## src/rtl/id_fwd_scoreboard_if.sv

```systemverilog
// Bundle of decode-stage operand, forwarding and long-latency scoreboard signals.
// The master drives the decode/forwarding inputs. The slave is the scoreboard itself.
interface id_fwd_scoreboard_if #(
    parameter int DW   = 32,
    parameter int AW   = 5,
    parameter int NFWD = 2,
    parameter int CW   = 16
);
    logic                 id_valid;
    logic                 rs_read;
    logic                 rt_read;
    logic [AW-1:0]        rs_addr;
    logic [AW-1:0]        rt_addr;
    logic [DW-1:0]        rf_rs_data;
    logic [DW-1:0]        rf_rt_data;
    logic                 id_wreg;
    logic [AW-1:0]        id_wd;
    logic                 lat_issue;
    logic [NFWD-1:0]      fwd_wreg;
    logic [NFWD*AW-1:0]   fwd_waddr;
    logic [NFWD*DW-1:0]   fwd_wdata;
    logic [NFWD-1:0]      fwd_ready;
    logic                 lat_done;
    logic [AW-1:0]        lat_done_addr;
    logic                 flush;
    logic [DW-1:0]        rs_val;
    logic [DW-1:0]        rt_val;
    logic                 stallreq;
    logic [AW:0]          pend_cnt;
    logic [CW-1:0]        stall_cnt;

    modport master (
        output id_valid, rs_read, rt_read, rs_addr, rt_addr, rf_rs_data, rf_rt_data,
               id_wreg, id_wd, lat_issue, fwd_wreg, fwd_waddr, fwd_wdata, fwd_ready,
               lat_done, lat_done_addr, flush,
        input  rs_val, rt_val, stallreq, pend_cnt, stall_cnt
    );

    modport slave (
        input  id_valid, rs_read, rt_read, rs_addr, rt_addr, rf_rs_data, rf_rt_data,
               id_wreg, id_wd, lat_issue, fwd_wreg, fwd_waddr, fwd_wdata, fwd_ready,
               lat_done, lat_done_addr, flush,
        output rs_val, rt_val, stallreq, pend_cnt, stall_cnt
    );
endinterface

```

## src/rtl/id_fwd_scoreboard.sv

```systemverilog
// Decode-stage operand forwarding with load-use detection and a pending-register scoreboard.
// The scoreboard tracks long-latency ops, raises stallreq, and keeps a saturating stall count.
module id_fwd_scoreboard #(
    parameter int DW   = 32,
    parameter int AW   = 5,
    parameter int NFWD = 2,
    parameter int CW   = 16
) (
    input  logic                   clk,
    input  logic                   rst,
    id_fwd_scoreboard_if.slave     bus
);
    localparam int NREG = 1 << AW;

    typedef enum logic {RUN, HOLD} state_t;

    typedef struct packed {
        logic          haz;
        logic [DW-1:0] val;
    } port_res_t;

    state_t          r_state;
    state_t          w_state_next;
    logic [NREG-1:0] r_pend;
    logic [NREG-1:0] w_pend_next;
    logic [AW:0]     r_pend_cnt;
    logic [CW-1:0]   r_stall_cnt;
    port_res_t       w_rs;
    port_res_t       w_rt;
    logic            w_waw_haz;
    logic            w_stall;
    logic            w_issue;

    // The youngest matching source wins. If it is not ready, the port stalls rather than using an older match.
    function automatic port_res_t resolve(input logic rd, input logic [AW-1:0] addr,
                                          input logic [DW-1:0] rf);
        port_res_t res;
        logic      hit;
        res.haz = 1'b0;
        res.val = '0;
        hit     = 1'b0;
        if (rd && addr != '0) begin
            res.val = rf;
            for (int k = 0; k < NFWD; k++) begin
                if (!hit && bus.fwd_wreg[k] && bus.fwd_waddr[k*AW +: AW] == addr) begin
                    hit     = 1'b1;
                    res.val = bus.fwd_wdata[k*DW +: DW];
                    res.haz = !bus.fwd_ready[k];
                end
            end
            if (r_pend[addr] && !(bus.lat_done && bus.lat_done_addr == addr))
                res.haz = 1'b1;
        end
        return res;
    endfunction

    function automatic logic [AW:0] popcount(input logic [NREG-1:0] v);
        logic [AW:0] n;
        n = '0;
        for (int i = 0; i < NREG; i++)
            n = n + {{AW{1'b0}}, v[i]};
        return n;
    endfunction

    always_comb begin
        w_rs      = resolve(bus.rs_read, bus.rs_addr, bus.rf_rs_data);
        w_rt      = resolve(bus.rt_read, bus.rt_addr, bus.rf_rt_data);
        w_waw_haz = bus.id_wreg && r_pend[bus.id_wd] &&
                    !(bus.lat_done && bus.lat_done_addr == bus.id_wd);
        w_stall   = !rst && bus.id_valid && !bus.flush && (w_rs.haz || w_rt.haz || w_waw_haz);
        w_issue   = bus.id_valid && bus.lat_issue && !w_stall && !bus.flush && bus.id_wd != '0;
    end

    // A new issue is applied after the writeback clear, so it wins when both hit the same register.
    always_comb begin
        w_pend_next = r_pend;
        if (bus.lat_done)
            w_pend_next[bus.lat_done_addr] = 1'b0;
        if (w_issue)
            w_pend_next[bus.id_wd] = 1'b1;
        w_pend_next[0] = 1'b0;
    end

    always_ff @(posedge clk or posedge rst) begin
        if (rst) begin
            r_pend      <= '0;
            r_pend_cnt  <= '0;
            r_stall_cnt <= '0;
        end else begin
            r_pend     <= w_pend_next;
            r_pend_cnt <= popcount(w_pend_next);
            if (w_stall && r_stall_cnt != {CW{1'b1}})
                r_stall_cnt <= r_stall_cnt + 1'b1;
        end
    end

    always_ff @(posedge clk or posedge rst) begin
        if (rst)
            r_state <= RUN;
        else
            r_state <= w_state_next;
    end

    always_comb begin
        w_state_next = r_state;
        case (r_state)
            RUN:     if (w_stall)  w_state_next = HOLD;
            HOLD:    if (!w_stall) w_state_next = RUN;
            default: w_state_next = RUN;
        endcase
    end

    assign bus.rs_val    = rst ? '0 : w_rs.val;
    assign bus.rt_val    = rst ? '0 : w_rt.val;
    assign bus.stallreq  = w_stall;
    assign bus.pend_cnt  = r_pend_cnt;
    assign bus.stall_cnt = r_stall_cnt;
endmodule
```

## src/flat_wrapper.sv

```systemverilog
// flat-port wrapper written by rule: the top's interface ports become plain ports
module id_fwd_scoreboard_flat 
#(
    parameter int DW   = 32,
    parameter int AW   = 5,
    parameter int NFWD = 2,
    parameter int CW   = 16
)
  (clk, rst, bus_id_valid, bus_rs_read, bus_rt_read, bus_rs_addr, bus_rt_addr, bus_rf_rs_data, bus_rf_rt_data, bus_id_wreg, bus_id_wd, bus_lat_issue, bus_fwd_wreg, bus_fwd_waddr, bus_fwd_wdata, bus_fwd_ready, bus_lat_done, bus_lat_done_addr, bus_flush, bus_rs_val, bus_rt_val, bus_stallreq, bus_pend_cnt, bus_stall_cnt);
  id_fwd_scoreboard_if #(.DW(DW), .AW(AW), .NFWD(NFWD), .CW(CW)) bus_i ();
  input  logic clk;
  input  logic rst;
  input wire logic [$bits(bus_i.id_valid)-1:0] bus_id_valid;
  input wire logic [$bits(bus_i.rs_read)-1:0] bus_rs_read;
  input wire logic [$bits(bus_i.rt_read)-1:0] bus_rt_read;
  input wire logic [$bits(bus_i.rs_addr)-1:0] bus_rs_addr;
  input wire logic [$bits(bus_i.rt_addr)-1:0] bus_rt_addr;
  input wire logic [$bits(bus_i.rf_rs_data)-1:0] bus_rf_rs_data;
  input wire logic [$bits(bus_i.rf_rt_data)-1:0] bus_rf_rt_data;
  input wire logic [$bits(bus_i.id_wreg)-1:0] bus_id_wreg;
  input wire logic [$bits(bus_i.id_wd)-1:0] bus_id_wd;
  input wire logic [$bits(bus_i.lat_issue)-1:0] bus_lat_issue;
  input wire logic [$bits(bus_i.fwd_wreg)-1:0] bus_fwd_wreg;
  input wire logic [$bits(bus_i.fwd_waddr)-1:0] bus_fwd_waddr;
  input wire logic [$bits(bus_i.fwd_wdata)-1:0] bus_fwd_wdata;
  input wire logic [$bits(bus_i.fwd_ready)-1:0] bus_fwd_ready;
  input wire logic [$bits(bus_i.lat_done)-1:0] bus_lat_done;
  input wire logic [$bits(bus_i.lat_done_addr)-1:0] bus_lat_done_addr;
  input wire logic [$bits(bus_i.flush)-1:0] bus_flush;
  output wire logic [$bits(bus_i.rs_val)-1:0] bus_rs_val;
  output wire logic [$bits(bus_i.rt_val)-1:0] bus_rt_val;
  output wire logic [$bits(bus_i.stallreq)-1:0] bus_stallreq;
  output wire logic [$bits(bus_i.pend_cnt)-1:0] bus_pend_cnt;
  output wire logic [$bits(bus_i.stall_cnt)-1:0] bus_stall_cnt;
  assign bus_i.id_valid = bus_id_valid;
  assign bus_i.rs_read = bus_rs_read;
  assign bus_i.rt_read = bus_rt_read;
  assign bus_i.rs_addr = bus_rs_addr;
  assign bus_i.rt_addr = bus_rt_addr;
  assign bus_i.rf_rs_data = bus_rf_rs_data;
  assign bus_i.rf_rt_data = bus_rf_rt_data;
  assign bus_i.id_wreg = bus_id_wreg;
  assign bus_i.id_wd = bus_id_wd;
  assign bus_i.lat_issue = bus_lat_issue;
  assign bus_i.fwd_wreg = bus_fwd_wreg;
  assign bus_i.fwd_waddr = bus_fwd_waddr;
  assign bus_i.fwd_wdata = bus_fwd_wdata;
  assign bus_i.fwd_ready = bus_fwd_ready;
  assign bus_i.lat_done = bus_lat_done;
  assign bus_i.lat_done_addr = bus_lat_done_addr;
  assign bus_i.flush = bus_flush;
  assign bus_rs_val = bus_i.rs_val;
  assign bus_rt_val = bus_i.rt_val;
  assign bus_stallreq = bus_i.stallreq;
  assign bus_pend_cnt = bus_i.pend_cnt;
  assign bus_stall_cnt = bus_i.stall_cnt;
  id_fwd_scoreboard #(.DW(DW), .AW(AW), .NFWD(NFWD), .CW(CW)) u_core (.clk(clk), .rst(rst), .bus(bus_i));
endmodule
```

## config.mk

```make
export PLATFORM = sky130hd
export DESIGN_NAME = id_fwd_scoreboard_flat
export DESIGN_NICKNAME = d
export VERILOG_FILES = /design/src/rtl/id_fwd_scoreboard_if.sv /design/src/rtl/id_fwd_scoreboard.sv /design/src/flat_wrapper.sv
export SDC_FILE = /design/constraint.sdc
export NUM_CORES = 1
export LEC_CHECK = 0
export ABC_AREA = 1
export BUFFER_PORTS_ARGS = -buffer_cell sky130_fd_sc_hd__buf_2
export CORE_ASPECT_RATIO = 0.7
export CORE_MARGIN = 2
export CORE_UTILIZATION = 40
export CTS_CLUSTER_DIAMETER = 60
export DETAILED_ROUTE_END_ITERATION = 10
export GPL_TIMING_DRIVEN = 0
export PLACE_DENSITY = 0.67
export SETUP_SLACK_MARGIN = 0.02
export SYNTH_ARGS = -nofsm -noshare
export SYNTH_HDL_FRONTEND = slang
export SYNTH_SLANG_ARGS = --single-unit
```

## constraint.sdc

```tcl
create_clock -name clk -period 13.35 [get_ports clk]
set_input_delay 2.0025 -clock clk [delete_from_list [all_inputs] [get_ports clk]]
set_output_delay 2.0025 -clock clk [all_outputs]
set_load 0.02 [all_outputs]
```

# Word level (Yosys, flattened, before mapping)
# Cells that the tools add are included.
dict set report word_totals {
  regBits 53
  in_bits 171
  output_inout_bits 87
  word_cells 117
}
dict set report classes {
  addsub 31
  n_lt_le_gt_ge 6
  n_eq_ne 8
  muxes 26
  bitwise 3
  n_reduce_logical 40
}
# operator n
set op_table {}
lappend op_table {{$mux 33} 6}
lappend op_table {{$add 6x1->6} 29}
lappend op_table {{$mux 32} 4}
lappend op_table {{$eq 5x5->1} 7}
lappend op_table {{$and 32x32->32} 1}
lappend op_table {{$not 32->32} 1}
lappend op_table {{$or 32x32->32} 1}
lappend op_table {{$logic_and 1x1->1} 25}
lappend op_table {{$lt 5x6->1 const B} 4}
lappend op_table {{$add 16x1->16 const B} 1}
lappend op_table {{$ne 16x16->1 const B} 1}
lappend op_table {{$bmux 1 s5} 3}
lappend op_table {{$reduce_bool 5->1} 3}
lappend op_table {{$mux 1} 11}
lappend op_table {{$demux 1 s5} 2}
lappend op_table {{$ge 5x1->1 const B} 2}
lappend op_table {{$logic_not 1->1} 10}
lappend op_table {{$add 1x1->2} 1}
lappend op_table {{$logic_or 1x1->1} 2}

# Depth between registers and ports, before layout
# Gate-level depths: netlist (run 1).
dict set report logic_depth {
  word_depth 48
  depth_mapped 35
  ltp_nobuf 34
}

# Least setup slack after synthesis (run 1)
# No wires, ideal clock.
dict set report synth_path {
  path_kind {in2reg}
  start {input port bus_rs_addr[3]}
  end {register u_core.r_pend_cnt[4], in the netlist u_core.bus.pend_cnt[4]}
  arrival_ps 7689
  required_time_ps 13270
  path_slack_ps 5581
  path_stages 32
  n_path_buf 2
  path_cell_list {buf_2 -> xor2_1 -> nor2_1 -> nand2_1 -> nor2_4 -> nand2_2 -> nor2_1 -> nor2_1 -> nand2_1 -> nand2_1 -> nand3_2 -> nand2_2 -> buf_4 -> nand3_1 -> nand2_1 -> ha_1 -> inv_1 -> fa_1 -> inv_1 -> fa_1 -> inv_1 -> fa_1 -> inv_1 -> fa_1 -> fa_1 -> fa_1 -> ha_1 -> fa_1 -> a21oi_1 -> nor2_1 -> nor2_1 -> xnor2_1}
}
dict set report synth_via {
  elab_chain_len 48
}
# item line_no
set synth_rtl {}
lappend synth_rtl {{start, declared} flat_wrapper.sv:16} ;# input wire logic [$bits(bus_i.rs_addr)-1:0] bus_rs_addr;
lappend synth_rtl {{$eq 5x5->1} id_fwd_scoreboard.sv:45} ;# if (!hit && bus.fwd_wreg[k] && bus.fwd_waddr[k*AW +: AW] == addr) begin
lappend synth_rtl {{$logic_and 1x1->1} id_fwd_scoreboard.sv:45}
lappend synth_rtl {{$mux 1} id_fwd_scoreboard.sv:45}
lappend synth_rtl {{$mux 1} id_fwd_scoreboard.sv:42} ;# if (rd && addr != '0) begin
lappend synth_rtl {{$logic_not 1->1} id_fwd_scoreboard.sv:45}
lappend synth_rtl {{$logic_and 1x1->1 (2 in a row)} id_fwd_scoreboard.sv:45}
lappend synth_rtl {{$mux 33} id_fwd_scoreboard.sv:45}
lappend synth_rtl {{$mux 1} id_fwd_scoreboard.sv:51} ;# if (r_pend[addr] && !(bus.lat_done && bus.lat_done_addr == addr))
lappend synth_rtl {{$mux 33 *} id_fwd_scoreboard.sv:42}
lappend synth_rtl {{$logic_or 1x1->1 * (2 in a row)} id_fwd_scoreboard.sv:70} ;# w_stall = !rst && bus.id_valid && !bus.flush && (w_rs.haz || w_rt.haz || w_waw_haz);
lappend synth_rtl {{$logic_and 1x1->1 *} id_fwd_scoreboard.sv:70}
lappend synth_rtl {{$logic_not 1->1 *} id_fwd_scoreboard.sv:71} ;# w_issue = bus.id_valid && bus.lat_issue && !w_stall && !bus.flush && bus.id_wd != '0;
lappend synth_rtl {{$logic_and 1x1->1 * (3 in a row)} id_fwd_scoreboard.sv:71}
lappend synth_rtl {{$mux 32 *} id_fwd_scoreboard.sv:79} ;# if (w_issue)
lappend synth_rtl {{named net u_core.w_pend_next[1]} id_fwd_scoreboard.sv:25} ;# logic [NREG-1:0] w_pend_next;
lappend synth_rtl {{$add 1x1->2 *} id_fwd_scoreboard.sv:61} ;# n = n + {{AW{1'b0}}, v[i]};
lappend synth_rtl {{$add 6x1->6 * (29 in a row)} id_fwd_scoreboard.sv:61}
lappend synth_rtl {{end signal, assigned} id_fwd_scoreboard.sv:91} ;# r_pend_cnt <= popcount(w_pend_next);
lappend synth_rtl {{end, declared} id_fwd_scoreboard.sv:26} ;# logic [AW:0] r_pend_cnt;
# The timed path passes the listed nets; every way through them passes the cells marked *. The select of a mux whose other input is x is not followed.
# A chain may end at the register's enable or synchronous reset.

# Final worst setup path (run 1)
dict set report layout_path {
  start {input port bus_lat_done_addr[3]}
  end {register u_core.r_pend_cnt[4], in the netlist u_core.bus.pend_cnt[4]}
}
dict set report layout_via {
  elab_chain_len 44
}
# item line_no
set layout_rtl {}
lappend layout_rtl {{start, declared} flat_wrapper.sv:28} ;# input wire logic [$bits(bus_i.lat_done_addr)-1:0] bus_lat_done_addr;
lappend layout_rtl {{branches (longest 13 deep; another with $lt 5x6->1)} --}
lappend layout_rtl {{$mux 32 *} id_fwd_scoreboard.sv:79}
lappend layout_rtl {{named net u_core.w_pend_next[1]} id_fwd_scoreboard.sv:25}
lappend layout_rtl {{$add 1x1->2 *} id_fwd_scoreboard.sv:61}
lappend layout_rtl {{$add 6x1->6 * (29 in a row)} id_fwd_scoreboard.sv:61}
# Mark *: on every way through the listed nets, which the timed path passes.

==> results of run 1 <==
## worst register-to-register path, delay by kind of cell, from the launching register on
family,cells,cell delay [ns]
flip-flops,1,0.42
AO/OA/AOI/OAI,1,0.16
adder cells (fa/ha/maj),9,3.85
buffers and inverters,6,0.58
XOR/XNOR,1,0.13
AND/OR/NAND/NOR,16,1.42
## cell usage after synthesis, drive strengths merged
cell type / number / share of area [%]
nand2: 226 / 13
o21ai: 144 / 11
inv: 136 / 7.6
nand3: 134 / 11
nor2: 87 / 5.0
dfrtp: 53 / 20
a21oi: 48 / 3.9
clkbuf: 42 / 2.3
nand4: 39 / 3.6
a31oi: 34 / 3.2
buf: 26 / 2.4
fa: 23 / 6.8
nor3: 21 / 1.6
o22ai: 21 / 2.0
xor2: 16 / 2.1
ha: 10 / 1.9
xnor2: 10 / 1.3
o211ai: 4 / 0.45
nor4: 3 / 0.28
a21boi: 2 / 0.22
clkinv: 2 / 0.11
a211oi: 1 / 0.11
a22oi: 1 / 0.11
nand3b: 1 / 0.11
nor3b: 1 / 0.11
o2111ai: 1 / 0.13
o21a: 1 / 0.11
o21bai: 1 / 0.11
o221ai: 1 / 0.13
## sequential cells by signal, summed over array words and instances (netlist names)
| signal | flops |
|---|---|
| u_core.bus.pend_cnt | 6 |
| u_core.bus.stall_cnt | 16 |
| u_core.r_pend | 31 |
## cell families (layout without fill, tap and decap cells)
family | count (synthesis) | after routing | share of synthesized area, %
simple gates | 512 | 512 | 34.7
compound gates | 259 | 259 | 21.1
buf+inv | 206 | 468 | 12.4
flops | 53 | 53 | 19.7
fa+ha+maj | 33 | 33 | 8.70
xor+xnor | 26 | 26 | 3.38
other cells | 0 | 1 | 0
## through the flow
stage                     hold slack (ns)  std cells  setup WS (ns)  utilization [%]
after floorplan                     0.483       1089           5.58                -
after global placement              0.531       1567           4.72             50.5
after detailed placement            0.530       1568           4.72             50.6
after CTS                           0.548       1576           4.99             51.5
after global routing                0.598       1576           4.61             51.5
final                               0.547       1577           4.81             51.5
## final timing paths
check | from | end | slack, ns
max in group asynchronous | rst | u_core.r_pend[10]$_DFF_PP0_ | 11.03
min in group asynchronous | rst | u_core.r_pend[25]$_DFF_PP0_ | 1.79
worst max-delay path | bus_lat_done_addr[3] | u_core.bus.pend_cnt[4]$_DFF_PP0_ | 4.81
worst max register to register | u_core.r_pend[17]$_DFF_PP0_ | u_core.bus.pend_cnt[4]$_DFF_PP0_ | 6.71
worst min register to register | u_core.r_pend[25]$_DFF_PP0_ | u_core.r_pend[25]$_DFF_PP0_ | 0.55
worst min-delay path | u_core.r_pend[25]$_DFF_PP0_ | u_core.r_pend[25]$_DFF_PP0_ | 0.55
## cell type report
cell class / count / share of cell area [%]
multi-input combinational: 830 / 54.1
clock inverter: 3 / 0.207
clock buffer: 5 / 1.48
tap: 225 / 3.33
inverter: 138 / 6.16
buffer: 68 / 3.76
sequential: 53 / 15.7
timing repair buffer: 254 / 15.2
antenna: 1 / 0.0296
## per-layer routing
metal / vias up / share of wire [%] / global-route usage [%]
li1: 4191 / - / -
met1: 4029 / 44 / 50.2
met2: 565 / 40 / 44.8
met3: 59 / 14 / 8.87
met4: 2 / 1.8 / 5.64
met5: - / 0.19 / 2.41
## power by group through the flow
stage | sequential (W) | combinational, W | clock (W)
floorplan | 0.000221 | 0.000440 | 0
global placement | 0.000215 | 0.000620 | 0
detailed placement | 0.000216 | 0.000624 | 0
CTS | 0.000213 | 0.000629 | 0.000132
global route | 0.000216 | 0.000730 | 0.000138
finish | 0.000214 | 0.000631 | 0.000129
==> flow_summary.yaml, run 1 <==
status:
  status: "finished, final reports clean"
setup_path:
  worst-path-stages: 30
  crit_buf_inv: 7
  cp_slowest_cell: "fa_1"
  critical_path.max_stage_delay_ns: 0.54
  cpMostUsedCell: "fa_1"
  cp_max_fo: 10
  cp_top_family: "adder cells"
  cp_data_required_time_ns: 13.56
  critPathKind: "input pin to flip-flop"
  worstRegToRegCells: 33
  crit_arrival_ns: 8.75
  startpoint_type: "input pin"
  endpoint_kind: "flip-flop"
final_layout:
  area_growth_pct: 25.4
  final_area_um2: 8450
  layout_common_cells: "267 x buf_2, 216 x nand2_1, 126 x o21ai_0"
  seq_area_um2: 1330
  finalNetCount: 1554
  fill_cells: 1736
  final_common_cell: "buf_2"
  multiInputGateArea_um2: 4570
  drive_above_1_share_pct: 24.3
sta:
  fmax_mhz: 117
  skew_ns: 0.00688
  finalHoldViolations: 0
  worst_slew_pin_slew_ns: 0.697
  slew_headroom_pct: 53.4
  fin_crit_sh_pct: 64.0
  finalMaxSlewViolations: 0
  tns_ns: 0
  rsz0062_at_grt: "no"
  setup_violations: 0
  fin_crit_ns: 8.54
floorplan:
  die_y_um: 113
  fp.dieW_um: 159
  rows: 39
  ios: 258
  start_util_pct: 41.1
  die_area_um2: 17900
  core_um2: 16400
clock_network:
  clk_pin_slew_ns: 0.07
  numCtsBuffers: 5
  insertion_delay_ns: 0.29
  cts_root_buffer: "clkbuf_16"
  clock_sinks: 53
  clockBufferDepth: 2
  cts_setup_buffers: 0
  cts_max_level: 2
  cts_resized: 0
  tritoncts: "done"
  ctsHoldBuffers: 0
pwr:
  p_sw_share_pct: 48.5
  power.switching_w: 0.000473
  ir_worst_vdd_mv: 0.176
  intPower_w: 0.000501
  clkPwrFrac_pct: 13.2
  comb_power_share_pct: 64.8
  leakagePower_nw: 4.28
  powerDensity_nw_per_um2: 115
  finalPower_w: 0.000974
  seq_power_share_pct: 22.0
placed_design:
  dp_hpwl_um: 23900
  placed_area_um2: 8300
  place_congestion: 0.987
  numPortBuffers: 253
synth:
  ys_seq_area_share_pct: 19.7
  ys_seq_elements: 53
  ys_types: 43
  yosys_warnings: 0
  synth_nets: 1293
  netlist_area_um2: 6730
  syn_area_per_cell_um2: 6.18
  syn_inst: 1089
routing:
  drt-wirelength-per-cell_um: 18.8
  ant_nets: 0
  wl_um: 29700
  vias_per_cell: 5.61
  vias: 8846
  first_pass_iters: 7
  drc: 0
  drt-initial-drc-count: 1085
global_routing:
  gr-total-overflow: 0
  grt.total_usage_pct: 32.5
  grt_max_degree: 34
  grt_pass1_vias: 8374
  grt_pass1_wl_um: 46400
  antenna_found_initial: 0
job:
  cap_viol_max_count: 0
worst_hold_path:
  hold_depth: 2
  hold_class: "flip-flop to flip-flop"
No activity file was read; power rests on OpenSTA's default activity.
==> run 2: changes to the inputs <==
- ABC_AREA: 1 -> 0
- PLACE_DENSITY: 0.67 -> 0.72
- clock period: 13.35 -> 7.5 ns (I/O delays scaled with it)
==> flow_summary.yaml, run 2 <==
global_routing:
  grt_pass1_vias: 6164
  antenna_found_initial: 2
  gr-total-overflow: 0
  grt_pass1_wl_um: 34000
  grt.total_usage_pct: 27.4
  grt_max_degree: 33
synth:
  yosys_warnings: 0
  yosys-top-cells-count: "89 x mux2i_1, 69 x nor2_1, 65 x a211oi_1"
  synth.area.top_cells: "dfrtp_1 22%, mux2i_1 15%, a211oi_1 8.2%, fa_1 7.7%, mux4_2 4.9%"
  synth_top_area_share_pct: 22.2
  yosysTopAreaCell: "dfrtp_1"
  synth_nets: 884
  ys_types: 50
  post-synth-top-count-cell: "mux2i_1"
  synth_edf_count: 0
  ys_seq_area_share_pct: 22.2
  syn_area_per_cell_um2: 8.80
  ys_seq_elements: 53
  synthArstFlopShare_pct: 100
  netlist_area_um2: 5980
  syn_inst: 680
  ys.flop_type: "dfrtp_1"
setup_path:
  startpoint_type: "input pin"
  cp_slowest_cell: "fa_2"
  crit_arrival_ns: 7.69
  critical_path.max_stage_delay_ns: 0.53
  critPathKind: "input pin to flip-flop"
  cpMostUsedCell: "fa_2"
  endpoint_kind: "flip-flop"
  cp_max_fo: 10
  cp_data_required_time_ns: 7.72
  crit_buf_inv: 7
  cp_top_family: "adder cells"
floorplan:
  fp.dieW_um: 150
  rows: 37
  core_um2: 14700
  start_util_pct: 40.8
  die_area_um2: 16000
  ios: 258
  die_y_um: 106
routing:
  vias: 6611
  drt-wirelength-per-cell_um: 20.1
  ant_nets: 0
  drt-initial-drc-count: 791
  drc: 0
  vias_per_cell: 5.80
  first_pass_iters: 5
  wl_um: 22900
placed_design:
  dp_hpwl_um: 18300
  numPortBuffers: 244
  placed_area_um2: 7530
  place_congestion: 0.999
  pre_cts_slack_ns: -1.04
  placed_cells: 1120
final_layout:
  area_growth_pct: 33.0
  final_common_cell: "buf_2"
  multiInputGateArea_um2: 4400
  drive_above_1_share_pct: 37.5
  largest_reg_flops: 31
  layout_common_cells: "259 x buf_2, 89 x mux2i_1, 69 x nor2_1"
  layout.cells.non_filler: 1140
  fill_cells: 1386
  fin_util_pct: 54.2
  top_register: "u_core.r_pend"
  seq_area_um2: 1330
  final_area_um2: 7960
  finalNetCount: 1147
sta:
  finalMaxSlewViolations: 0
  rsz0062_at_grt: "yes"
  slew_headroom_pct: 31.4
  setup_ws_ns: 0.0243
  fmax_mhz: 134
  skew_ns: 0.00682
  tns_ns: 0
  finalHoldViolations: 0
  setup_violations: 0
  fin_crit_sh_pct: 99.7
  fin_crit_ns: 7.48
  worst_slew_pin_slew_ns: 1.03
status:
  status: "finished, final reports clean"
clock_network:
  clockBufferDepth: 2
  clk_pin_slew_ns: 0.07
  cts_root_buffer: "clkbuf_16"
  ctsHoldBuffers: 0
  numCtsBuffers: 5
  clock_sinks: 53
  tritoncts: "done"
  insertion_delay_ns: 0.30
  cts_max_level: 2
pwr:
  powerDensity_nw_per_um2: 188
  ir_worst_vdd_mv: 0.214
  leakagePower_nw: 3.73
job:
  cap_viol_max_count: 0
worst_hold_path:
  hold_class: "flip-flop to flip-flop"
run 2: timing repair:
action | in CTS | in global routing
endpoints found under the hold margin | 0 | 0
pin swaps | 14 | 18
setup endpoints to repair | 6 | 5
resized for setup | 29 | 41
setup buffers | 4 | 8
run 2: layout make-up:
type                            count  area share, %
Multi-Input combinational cell    532           55.3
Clock buffer                        7           1.92
Antenna cell                        1         0.0314
Buffer                             56           4.39
Clock inverter                      1         0.0629
Sequential cell                    53           16.7
Inverter                           38           1.79
Timing Repair Buffer              257           16.8
Tap cell                          195           3.07
run 2: cell families after synthesis:
kind of cell	count (synthesis)	synth area share, %
compound gates	165	18.3
xor+xnor	51	7.47
fa+ha+maj	33	9.79
buf+inv	95	6.48
flops	53	22.2
mux	108	20.9
simple gates	175	14.9
run 2: routing by layer:
layer	part of all wire (%)	GRT usage [%]	vias to the layer above
met3	12	9.57	20
met2	43	39.1	381
met4	1.1	4.78	0
met5	0	0	-
li1	-	-	3004
met1	44	40.1	3206
run 2: worst paths after layout:
check                                                    start                                  end  slack [ns]  cells after the start
setup / recovery                                bus_rt_addr[1]     u_core.bus.pend_cnt[4]$_DFF_PP0_        0.02                     26
hold / removal             u_core.bus.stall_cnt[8]$_DFFE_PP0P_  u_core.bus.stall_cnt[8]$_DFFE_PP0P_        0.50                      1
setup reg to reg                   u_core.r_pend[19]$_DFF_PP0_     u_core.bus.pend_cnt[4]$_DFF_PP0_        0.57                     25
hold reg to reg            u_core.bus.stall_cnt[8]$_DFFE_PP0P_  u_core.bus.stall_cnt[8]$_DFFE_PP0P_        0.50                      1
max in group asynchronous                                  rst          u_core.r_pend[29]$_DFF_PP0_        6.08                      3
min in group asynchronous                                  rst  u_core.bus.stall_cnt[5]$_DFFE_PP0P_        0.87                      2
run 2: stage by stage:
stage | hold slack [ns] | power [W]
floorplan | 0.532 | 0.000927
global placement | 0.478 | 0.00112
detailed placement | 0.482 | 0.00116
CTS | 0.497 | 0.00142
global route | 0.520 | 0.00163
finish | 0.498 | 0.00149
run 2: where the power goes:
group,switching (W),internal [W],total (W)
clock network,0.000108,0.000142,0.000249
registers,0.0000392,0.000333,0.000372
logic,0.000481,0.000390,0.000871
total,0.000628,0.000865,0.00149
==> run 3: changes to the inputs <==
- CELL_PAD_IN_SITES_DETAIL_PLACEMENT: default -> 0
- CELL_PAD_IN_SITES_GLOBAL_PLACEMENT: default -> 2
- CORE_UTILIZATION: 40 -> 25
- PLACE_DENSITY: 0.72 -> default
- PLACE_DENSITY_LB_ADDON: default -> 0.12
==> flow_summary.yaml, run 3 (synthesis gave the netlist of run 2 again) <==
sta:
  skew_ns: 0.00943
  rsz0062_at_grt: "yes"
  fin_crit_sh_pct: 99.6
  holdWs_ns: 0.479
  slew_headroom_pct: 18.2
  finalHoldViolations: 0
  finalMaxSlewViolations: 0
  worst_slew_pin_slew_ns: 1.23
  fin_crit_ns: 7.47
  fmax_mhz: 134
  setup_violations: 0
final_layout:
  final_common_cell: "buf_2"
  area_growth_pct: 36.2
  top_register: "u_core.r_pend"
  largest_reg_flops: 31
  finalNetCount: 1147
  drive_above_1_share_pct: 37.3
  layout_common_cells: "258 x buf_2, 88 x mux2i_1, 69 x nor2_1"
clock_network:
  clk_pin_slew_ns: 0.08
  cts_root_buffer: "clkbuf_16"
  clockBufferDepth: 2
  insertion_delay_ns: 0.30
  cts_max_level: 2
  clock_sinks: 53
  numCtsBuffers: 5
  ctsHoldBuffers: 0
  tritoncts: "done"
routing:
  first_pass_iters: 5
  drc: 0
  vias_per_cell: 5.00
  ant_nets: 0
  vias: 6320
  drt-wirelength-per-cell_um: 20.4
  wl_um: 25700
  drt-initial-drc-count: 435
global_routing:
  grt.total_usage_pct: 19.9
  grt_pass1_vias: 6156
  antenna_found_initial: 1
  grt_max_degree: 40
  grt_pass1_wl_um: 38500
  gr-total-overflow: 0
worst_hold_path:
  hold_class: "flip-flop to flip-flop"
  hold_depth: 1
  hold_start: "u_core.bus.stall_cnt[4]$_DFFE_PP0P_"
  hold_path_end: "u_core.bus.stall_cnt[4]$_DFFE_PP0P_"
floorplan:
  fp.dieW_um: 189
  die_y_um: 133
  core_um2: 23600
  rows: 47
  start_util_pct: 25.4
  ios: 258
  die_area_um2: 25200
setup_path:
  r2r_slack_ns: 0.51
  critPathKind: "input pin to flip-flop"
  cp_max_fo: 9
  r2r-end: "u_core.bus.pend_cnt[4]$_DFF_PP0_"
  critical_path.max_stage_delay_ns: 0.55
  endpoint_kind: "flip-flop"
  worstRegToRegCells: 25
  cpMostUsedCell: "fa_2"
  cp_data_required_time_ns: 7.73
  cp_slowest_cell: "fa_2"
  startpoint_type: "input pin"
  crit_arrival_ns: 7.70
  timing.rr.start: "u_core.r_pend[27]$_DFF_PP0_"
placed_design:
  numPortBuffers: 244
  dp_hpwl_um: 20600
  place_congestion: 0.808
pwr:
  powerDensity_nw_per_um2: 189
  finalPower_w: 0.00154
  ir_worst_vdd_mv: 0.148
  leakagePower_nw: 3.72
status:
  status: "finished, final reports clean"
job:
  cap_viol_max_count: 0
[run 3: final cells by class]
| cell class | instances | area (um^2) |
|---|---|---|
| sequential | 53 | 1330 |
| inverter | 38 | 143 |
| tap | 318 | 398 |
| timing repair buffer | 258 | 1340 |
| antenna | 1 | 2.50 |
| multi-input combinational | 532 | 4410 |
| buffer | 55 | 355 |
| clock inverter | 3 | 50.0 |
| clock buffer | 5 | 125 |
| fill | 2566 | 15400 |
[run 3: per-stage QoR]
stage / TNS, ns / area, um^2 / instances / util, % / setup slack (ns)
final: 0 / 8150 / 1263 / 34.5 / 0.0320
after global routing: -0.139 / 8150 / 1263 / 34.5 / -0.139
after CTS: 0 / 7970 / 1253 / 33.8 / 0.0419
after detailed placement: -4.71 / 7680 / 1243 / 32.6 / -1.05
after global placement: -4.77 / 7660 / 1242 / 32.5 / -1.07
after floorplan: -0.0996 / 6050 / 680 / - / -0.0996
[run 3: worst max-delay path by stage]
stage                         from                               end  slack [ns]  cells after the start
floorplan           bus_rt_addr[1]  u_core.bus.pend_cnt[4]$_DFF_PP0_        -0.1                     26
global placement    bus_rs_addr[2]  u_core.bus.pend_cnt[4]$_DFF_PP0_       -1.07                     23
detailed placement  bus_rs_addr[2]  u_core.bus.pend_cnt[4]$_DFF_PP0_       -1.05                     23
CTS                 bus_rt_addr[1]  u_core.bus.pend_cnt[4]$_DFF_PP0_        0.04                     26
global route          bus_id_wd[1]  u_core.bus.pend_cnt[4]$_DFF_PP0_       -0.14                     26
finish                bus_id_wd[1]  u_core.bus.pend_cnt[4]$_DFF_PP0_        0.03                     26
[run 3: what timing repair did]
item | in CTS | in global routing
pin swaps | 10 | 7
setup buffers | 3 | 10
gates cloned | 0 | 0
endpoints found under the hold margin | 0 | 0
resized for setup | 34 | 32
endpoints found under the setup margin | 6 | 4
[run 3: layer usage]
layer / vias to the layer above / GRT usage, % / wire (um) / part of all wire, %
met3: 9 / 4.93 / 1710 / 6.6
met4: 0 / 2.00 / 97 / 0.38
met2: 210 / 27.9 / 10900 / 42
met5: - / 0 / 0 / 0
met1: 3092 / 31.1 / 13100 / 51
li1: 3009 / - / - / -
[run 3: critical path: cells and delay by family]
kind                       cells  cell delay [ns]
buffers and inverters          6             0.41
adders and majority gates      9             3.58
and+or+nand+nor                3             0.85
muxes                          1             0.49
xor gates and xnor gates       1             0.12
AOI/OAI and AO/OA              6             1.09
[run 3: power breakdown]
group	internal, W	switching [W]	total [W]
logic	0.000396	0.000484	0.000880
clock network	0.000161	0.000119	0.000280
registers	0.000333	0.0000436	0.000376
total	0.000889	0.000647	0.00154
